--- src/rtl/ahb_arb2.sv ---
// Two-master AHB-Lite arbiter in front of a single slave. Each master has a
// one-deep address hold register, so a losing master stalls in its data phase.
`timescale 1ns/1ps
module ahb_arb2 #(
    parameter int AW = 32,
    parameter int DW = 64
) (
    input  logic          HCLK,
    input  logic          HRESET,

    input  logic [AW-1:0] M0_HADDR,
    input  logic [1:0]    M0_HTRANS,
    input  logic          M0_HWRITE,
    input  logic [2:0]    M0_HSIZE,
    input  logic [2:0]    M0_HBURST,
    input  logic [3:0]    M0_HPROT,
    input  logic [DW-1:0] M0_HWDATA,
    output logic          M0_HREADY,
    output logic          M0_HRESP,
    output logic [DW-1:0] M0_HRDATA,

    input  logic [AW-1:0] M1_HADDR,
    input  logic [1:0]    M1_HTRANS,
    input  logic          M1_HWRITE,
    input  logic [2:0]    M1_HSIZE,
    input  logic [2:0]    M1_HBURST,
    input  logic [3:0]    M1_HPROT,
    input  logic [DW-1:0] M1_HWDATA,
    output logic          M1_HREADY,
    output logic          M1_HRESP,
    output logic [DW-1:0] M1_HRDATA,

    output logic          S_HSEL,
    output logic [AW-1:0] S_HADDR,
    output logic [1:0]    S_HTRANS,
    output logic          S_HWRITE,
    output logic [2:0]    S_HSIZE,
    output logic [2:0]    S_HBURST,
    output logic [3:0]    S_HPROT,
    output logic [DW-1:0] S_HWDATA,
    output logic          S_HREADY,
    input  logic          S_HREADYOUT,
    input  logic          S_HRESP,
    input  logic [DW-1:0] S_HRDATA
);

    typedef struct packed {
        logic [AW-1:0] addr;
        logic [1:0]    trans;
        logic          write;
        logic [2:0]    size;
        logic [2:0]    burst;
        logic [3:0]    prot;
    } req_t;

    localparam logic [1:0] TR_IDLE = 2'b00;
    localparam logic [1:0] TR_BUSY = 2'b01;
    localparam logic [1:0] TR_SEQ  = 2'b11;

    req_t       live [2];
    req_t       hold_q [2];
    req_t       win_req;
    logic [1:0] hold_vld;
    logic [1:0] mready;
    logic [1:0] live_acc;
    logic [1:0] pend;
    logic       dph_vld;
    logic       dph_own;
    logic       last_gnt;
    logic       slot_free;
    logic       lock;
    logic       issue;
    logic       winner;
    logic [1:0] lg_trans;

    always_comb begin
        live[0].addr  = M0_HADDR;
        live[0].trans = M0_HTRANS;
        live[0].write = M0_HWRITE;
        live[0].size  = M0_HSIZE;
        live[0].burst = M0_HBURST;
        live[0].prot  = M0_HPROT;
        live[1].addr  = M1_HADDR;
        live[1].trans = M1_HTRANS;
        live[1].write = M1_HWRITE;
        live[1].size  = M1_HSIZE;
        live[1].burst = M1_HBURST;
        live[1].prot  = M1_HPROT;
    end

    always_comb begin
        mready   = 2'b00;
        live_acc = 2'b00;
        pend     = 2'b00;
        for (int n = 0; n < 2; n++) begin
            mready[n]   = (dph_vld && dph_own == 1'(n)) ? S_HREADYOUT : !hold_vld[n];
            live_acc[n] = live[n].trans[1] & mready[n];
            pend[n]     = hold_vld[n] | live_acc[n];
        end
    end

    // The slave holds HREADYOUT low while idle, so it only matters during a data phase.
    assign slot_free = !dph_vld || S_HREADYOUT;
    assign lg_trans  = live[last_gnt].trans;
    assign lock      = !hold_vld[last_gnt] && (lg_trans == TR_SEQ || lg_trans == TR_BUSY);

    always_comb begin
        issue  = 1'b0;
        winner = 1'b0;
        if (slot_free && !HRESET) begin
            if (lock) begin
                issue  = 1'b1;
                winner = last_gnt;
            end else if (pend == 2'b11) begin
                issue  = 1'b1;
                winner = !last_gnt;
            end else if (pend[0]) begin
                issue  = 1'b1;
                winner = 1'b0;
            end else if (pend[1]) begin
                issue  = 1'b1;
                winner = 1'b1;
            end
        end
    end

    assign win_req = hold_vld[winner] ? hold_q[winner] : live[winner];

    assign S_HSEL   = issue;
    assign S_HTRANS = issue ? win_req.trans : TR_IDLE;
    assign S_HADDR  = win_req.addr;
    assign S_HWRITE = win_req.write;
    assign S_HSIZE  = win_req.size;
    assign S_HBURST = win_req.burst;
    assign S_HPROT  = win_req.prot;
    assign S_HWDATA = dph_own ? M1_HWDATA : M0_HWDATA;
    assign S_HREADY = dph_vld ? S_HREADYOUT : 1'b1;

    assign M0_HREADY = mready[0];
    assign M1_HREADY = mready[1];
    assign M0_HRESP  = dph_vld && !dph_own && S_HRESP;
    assign M1_HRESP  = dph_vld && dph_own && S_HRESP;
    assign M0_HRDATA = S_HRDATA;
    assign M1_HRDATA = S_HRDATA;

    // A locked BUSY beat owns the grant but opens no slave data phase.
    always_ff @(posedge HCLK or posedge HRESET) begin
        if (HRESET) begin
            hold_vld <= 2'b00;
            dph_vld  <= 1'b0;
            dph_own  <= 1'b0;
            last_gnt <= 1'b1;
        end else begin
            if (slot_free) begin
                dph_vld <= issue && win_req.trans[1];
                if (issue) begin
                    dph_own  <= winner;
                    last_gnt <= winner;
                end
            end
            for (int n = 0; n < 2; n++) begin
                if (issue && winner == 1'(n)) begin
                    hold_vld[n] <= 1'b0;
                end else if (live_acc[n]) begin
                    hold_vld[n] <= 1'b1;
                end
            end
        end
    end

    always_ff @(posedge HCLK) begin
        for (int n = 0; n < 2; n++) begin
            if (live_acc[n] && !(issue && winner == 1'(n))) begin
                hold_q[n] <= live[n];
            end
        end
    end

endmodule

--- config.mk ---
export PLATFORM = sky130hd
export DESIGN_NAME = ahb_arb2
export DESIGN_NICKNAME = d
export VERILOG_FILES = /design/src/rtl/ahb_arb2.sv
export SDC_FILE = /design/constraint.sdc
export NUM_CORES = 1
export LEC_CHECK = 0
export ABC_AREA = 1
export CAP_MARGIN = 10
export CORE_AREA = 3 3 206 208
export CTS_CLUSTER_SIZE = 25
export DETAILED_ROUTE_END_ITERATION = 6
export DIE_AREA = 0 0 209 211
export GPL_ROUTABILITY_DRIVEN = 1
export HOLD_SLACK_MARGIN = 0.08
export PLACE_DENSITY = 0.56
export SLEW_MARGIN = 40
export SYNTH_ARGS = -nofsm -noshare
export SYNTH_HDL_FRONTEND = slang
export SYNTH_SLANG_ARGS = --single-unit
--- constraint.sdc ---
create_clock -name HCLK -period 6.65 [get_ports HCLK]
set_input_delay 1.33 -clock HCLK [delete_from_list [all_inputs] [get_ports HCLK]]
set_output_delay 1.33 -clock HCLK [all_outputs]
set_load 0.02 [all_outputs]
==> metrics.txt <==
# TYPE chip_impl_metric gauge
chip_impl_metric{name="grt_pass1_wl",unit="µm"} 36200
chip_impl_info{name="cts_tree",value="yes"} 1
chip_impl_metric{name="power.density_cell_area",unit="nW/µm²"} 464
chip_impl_metric{name="remaining_drc_errors",unit=""} 0
chip_impl_info{name="startpoint_kind_of_the_worst_setup_timing_path",value="input pin"} 1
chip_impl_metric{name="area_share_of_the_largest_cell_type_after_synthesis",unit="%"} 42.3
chip_impl_metric{name="chipHeight",unit="µm"} 211
chip_impl_metric{name="dr_total_vias",unit=""} 5838
chip_impl_metric{name="core_box_area",unit="µm²"} 40700
chip_impl_metric{name="synth_cell_types",unit=""} 20
chip_impl_info{name="post-synth-top-area-cell",value="sky130_fd_sc_hd__edfxtp_1"} 1
chip_impl_info{name="root_buffer",value="sky130_fd_sc_hd__clkbuf_16"} 1
chip_impl_metric{name="seq_power_share",unit="%"} 19.9
chip_impl_metric{name="intPower",unit="mW"} 2.37
chip_impl_info{name="run_status",value="completed"} 1
chip_impl_metric{name="grt_overflow_total",unit=""} 0
chip_impl_info{name="setup.worst_path.class",value="input pin to output port"} 1
chip_impl_metric{name="setup-tns-final",unit="ns"} 0
chip_impl_info{name="dominant_combinational_cell_family_by_area_after_synthesis",value="simple AND/OR/NAND/NOR gates"} 1
chip_impl_metric{name="detailedPlacementHpwl",unit="µm"} 20900
chip_impl_metric{name="initial_core_util",unit="%"} 15.7
chip_impl_metric{name="grtUsageTotal",unit="%"} 11.0
chip_impl_metric{name="cts-resized-gates",unit=""} 0
chip_impl_metric{name="final_antenna_net_count",unit=""} 0
chip_impl_metric{name="postLayoutCoreUtil",unit="%"} 23.7
chip_impl_metric{name="switchingPower",unit="mW"} 2.10
chip_impl_metric{name="worstPathMaxFanout",unit=""} 47
chip_impl_metric{name="worst_slack",unit="ns"} 0.904
chip_impl_metric{name="max_cap_violation_count",unit=""} 0
chip_impl_metric{name="cts.repair_timing.setup_buffer_count",unit=""} 0
chip_impl_metric{name="post-layout-total-power",unit="mW"} 4.47
chip_impl_info{name="min-delay-path-class",value="flop to flop"} 1
chip_impl_metric{name="detailed_place.area",unit="µm²"} 9380
chip_impl_metric{name="die_width",unit="µm"} 209
chip_impl_metric{name="layout-drive-gt1-share",unit="%"} 3.53
chip_impl_metric{name="power.share.combinational",unit="%"} 69.5
chip_impl_metric{name="postSynthCellCount",unit=""} 829
chip_impl_metric{name="synthesis.nets",unit=""} 1115
chip_impl_metric{name="finalHoldViolCount",unit=""} 0
chip_impl_metric{name="drt_iter0_markers",unit=""} 344
chip_impl_metric{name="hold_buffers",unit=""} 0
chip_impl_metric{name="ios",unit=""} 529
chip_impl_metric{name="area_delta_synth_final",unit="%"} 50.7
chip_impl_info{name="top_cells_by_area_in_the_synthesized_netlist",value="sky130_fd_sc_hd__edfxtp_1 42%, sky130_fd_sc_hd__nand2_1 26%, sky130_fd_sc_hd__buf_4 15%"} 1
chip_impl_info{name="critical_path.endpoint_type",value="output port"} 1
chip_impl_metric{name="row_count",unit=""} 74
chip_impl_metric{name="timing.critical_path.arrival",unit="ns"} 4.42
chip_impl_metric{name="total_leakage_power",unit="nW"} 3.91
chip_impl_metric{name="mappedNetlistArea",unit="µm²"} 6390
chip_impl_metric{name="synth.area.mux_share",unit="%"} 0
chip_impl_metric{name="timing.final.max_slew_violations",unit=""} 0
chip_impl_metric{name="floorplan.die_area",unit="µm²"} 44100
chip_impl_metric{name="gp_congestion",unit=""} 0.779
chip_impl_metric{name="post_drt_wl_per_cell",unit="µm"} 16.3
chip_impl_metric{name="antenna_cells",unit=""} 0
chip_impl_metric{name="clock_sinks",unit=""} 95
chip_impl_info{name="grt_setup_unrepaired",value="false"} 1
chip_impl_metric{name="drt-pass1-iter-count",unit=""} 4
chip_impl_metric{name="compound_gate_fraction_of_synth_area",unit="%"} 5.56
chip_impl_metric{name="timing.final.crit_period",unit="ns"} 5.75
chip_impl_metric{name="synth.yosys.warnings",unit=""} 0
chip_impl_metric{name="drt_wl_total",unit="µm"} 25300
chip_impl_metric{name="finalClockSkew",unit="ns"} 0.00698
chip_impl_metric{name="tritoncts.num_buffers",unit=""} 9
chip_impl_metric{name="preCtsSetupSlack",unit="ns"} 0.884
chip_impl_metric{name="fin_crit_sh",unit="%"} 86.4
chip_impl_metric{name="critPathRequiredTime",unit="ns"} 5.32
chip_impl_metric{name="setup-violations-final",unit=""} 0
chip_impl_metric{name="h-tree-depth",unit=""} 3
chip_impl_metric{name="synth.yosys.seq_area_share",unit="%"} 44.2
chip_impl_metric{name="longest_individual_stage_delay_on_the_worst_path",unit="ns"} 0.61
chip_impl_metric{name="clk_latency",unit="ns"} 0.35
chip_impl_metric{name="measured_slew_at_the_worst_slew_check_pin",unit="ns"} 0.734
chip_impl_info{name="critical_path.most_common_cell",value="sky130_fd_sc_hd__nand2_1"} 1
chip_impl_metric{name="final_nets",unit=""} 1302
chip_impl_metric{name="postLayoutCellArea",unit="µm²"} 9640
chip_impl_metric{name="detail_route.vias_per_cell",unit=""} 3.76
chip_impl_metric{name="switching_share",unit="%"} 46.9
chip_impl_metric{name="cts-root-to-sink-buffers",unit=""} 2
chip_impl_metric{name="syn_avg_cell_area",unit="µm²"} 7.71
chip_impl_metric{name="synth-simple-area-share",unit="%"} 31.1
chip_impl_metric{name="worst_ir_drop_vdd",unit="V"} 0.000186
chip_impl_info{name="worstPathCellList",value="clkdlybuf4s50_1, inv_1, nand2_1, nand2_1, a31oi_2, nand3_4, nand2_1, nand2_4, buf_12, nand3_1, o21a_1, clkdlybuf4s50_1"} 1
chip_impl_metric{name="xor_xnor_cell_area_share_of_the_yosys_netlist",unit="%"} 0
chip_impl_metric{name="grt_antenna_before_repair",unit=""} 0
chip_impl_metric{name="grt_pass1_vias",unit=""} 5629
chip_impl_metric{name="numPortBuffers",unit=""} 336
chip_impl_metric{name="max_freq",unit="GHz"} 0.174
chip_impl_metric{name="post_synth_fa_ha_maj_area_fraction",unit="%"} 0
chip_impl_metric{name="cts.clk_slew.worst_paths",unit="ns"} 0.06
chip_impl_metric{name="ys_seq_elements",unit=""} 95
chip_impl_metric{name="clock_power_share",unit="%"} 10.6
chip_impl_info{name="crit_path_top_delay_cell",value="sky130_fd_sc_hd__clkdlybuf4s50_1"} 1
chip_impl_metric{name="slew_headroom",unit="%"} 50.9
chip_impl_metric{name="grt_max_degree",unit=""} 66
-- final cells by class --
type	count	area [µm²]
Sequential cell	95	2830
Tap cell	532	666
Timing Repair Buffer	346	3460
Fill cell	4529	31100
Clock buffer	11	233
Clock inverter	5	25.0
Multi-Input combinational cell	551	2370
Inverter	13	50.0
-- per-stage QoR --
| stage | std cells | hold WS, ns |
|---|---|---|
| floorplan | 829 | 0.522 |
| global placement | 1537 | 0.560 |
| detailed placement | 1537 | 0.551 |
| CTS | 1553 | 0.561 |
| global route | 1553 | 0.599 |
| finish | 1553 | 0.565 |
-- cell usage after synthesis, drive strengths merged --
library cell and count:
a21oi 4, a31oi 1, buf 157, clkbuf 13, dfrtp 4, dfstp 1
edfxtp 90, inv 13, nand2 437, nand3 52, nand4 4, nor2 9
o21a 43, or2 1
-- state kept, by name, indices dropped and copies added, names as in the netlist --
signal and count:
hold_q 90, dph_own 1, hold_vld 2, last_gnt 1, dph_vld 1
-- per-layer routing --
metal  track usage [%]  wire length, µm
met3              4.81             2410
met1              12.2             9710
met5                 0                0
met4              4.39              882
met2              18.7            12300
-- cells by family after synthesis --
| family | Yosys count |
|---|---|
| DFF | 95 |
| AOI/OAI and AO/OA | 48 |
| buffers and inverters | 183 |
| and+or+nand+nor | 503 |
-- power by group through the flow --
stage | Sequential (mW) | Clock (mW) | Combinational (mW)
global route | 0.904 | 0.514 | 3.37
finish | 0.888 | 0.475 | 3.11
detailed placement | 0.900 | 0 | 3.17
floorplan | 0.897 | 0 | 1.84
global placement | 0.897 | 0 | 3.16
CTS | 0.888 | 0.495 | 3.19
-- placed cells by master (no fill, tap or decap), types with 3 or more instances in the layout --
cell type / instances
sky130_fd_sc_hd__a21oi_1: 4
sky130_fd_sc_hd__edfxtp_1: 90
sky130_fd_sc_hd__nor2_1: 7
sky130_fd_sc_hd__buf_4: 8
sky130_fd_sc_hd__clkbuf_16: 9
sky130_fd_sc_hd__nand2_1: 435
sky130_fd_sc_hd__nand3_1: 49
sky130_fd_sc_hd__clkdlybuf4s50_1: 336
sky130_fd_sc_hd__nand4_1: 4
sky130_fd_sc_hd__inv_2: 3
sky130_fd_sc_hd__dfrtp_1: 3
sky130_fd_sc_hd__inv_1: 9
sky130_fd_sc_hd__clkinv_2: 3
sky130_fd_sc_hd__o21a_1: 43
-- worst max-delay path, delay by kind of cell --
kind | cells | cell delay (ns)
compound gates | 2 | 0.45
buf+inv | 4 | 1.42
simple gates | 6 | 1.14
-- path summary, 6_finish.rpt --
path / startpoint / to / slack, ns / cells past startpoint
setup / recovery: S_HREADYOUT / S_HADDR[28] / 0.90 / 12
hold / removal: last_gnt / last_gnt / 0.57 / 2
setup reg to reg: dph_vld / hold_q[0][40] / 3.13 / 9
hold reg to reg: last_gnt / last_gnt / 0.57 / 2
max in group asynchronous: HRESET / last_gnt / 5.22 / 2
min in group asynchronous: HRESET / dph_vld / 1.18 / 2
No activity file was read; power rests on OpenSTA's default activity.
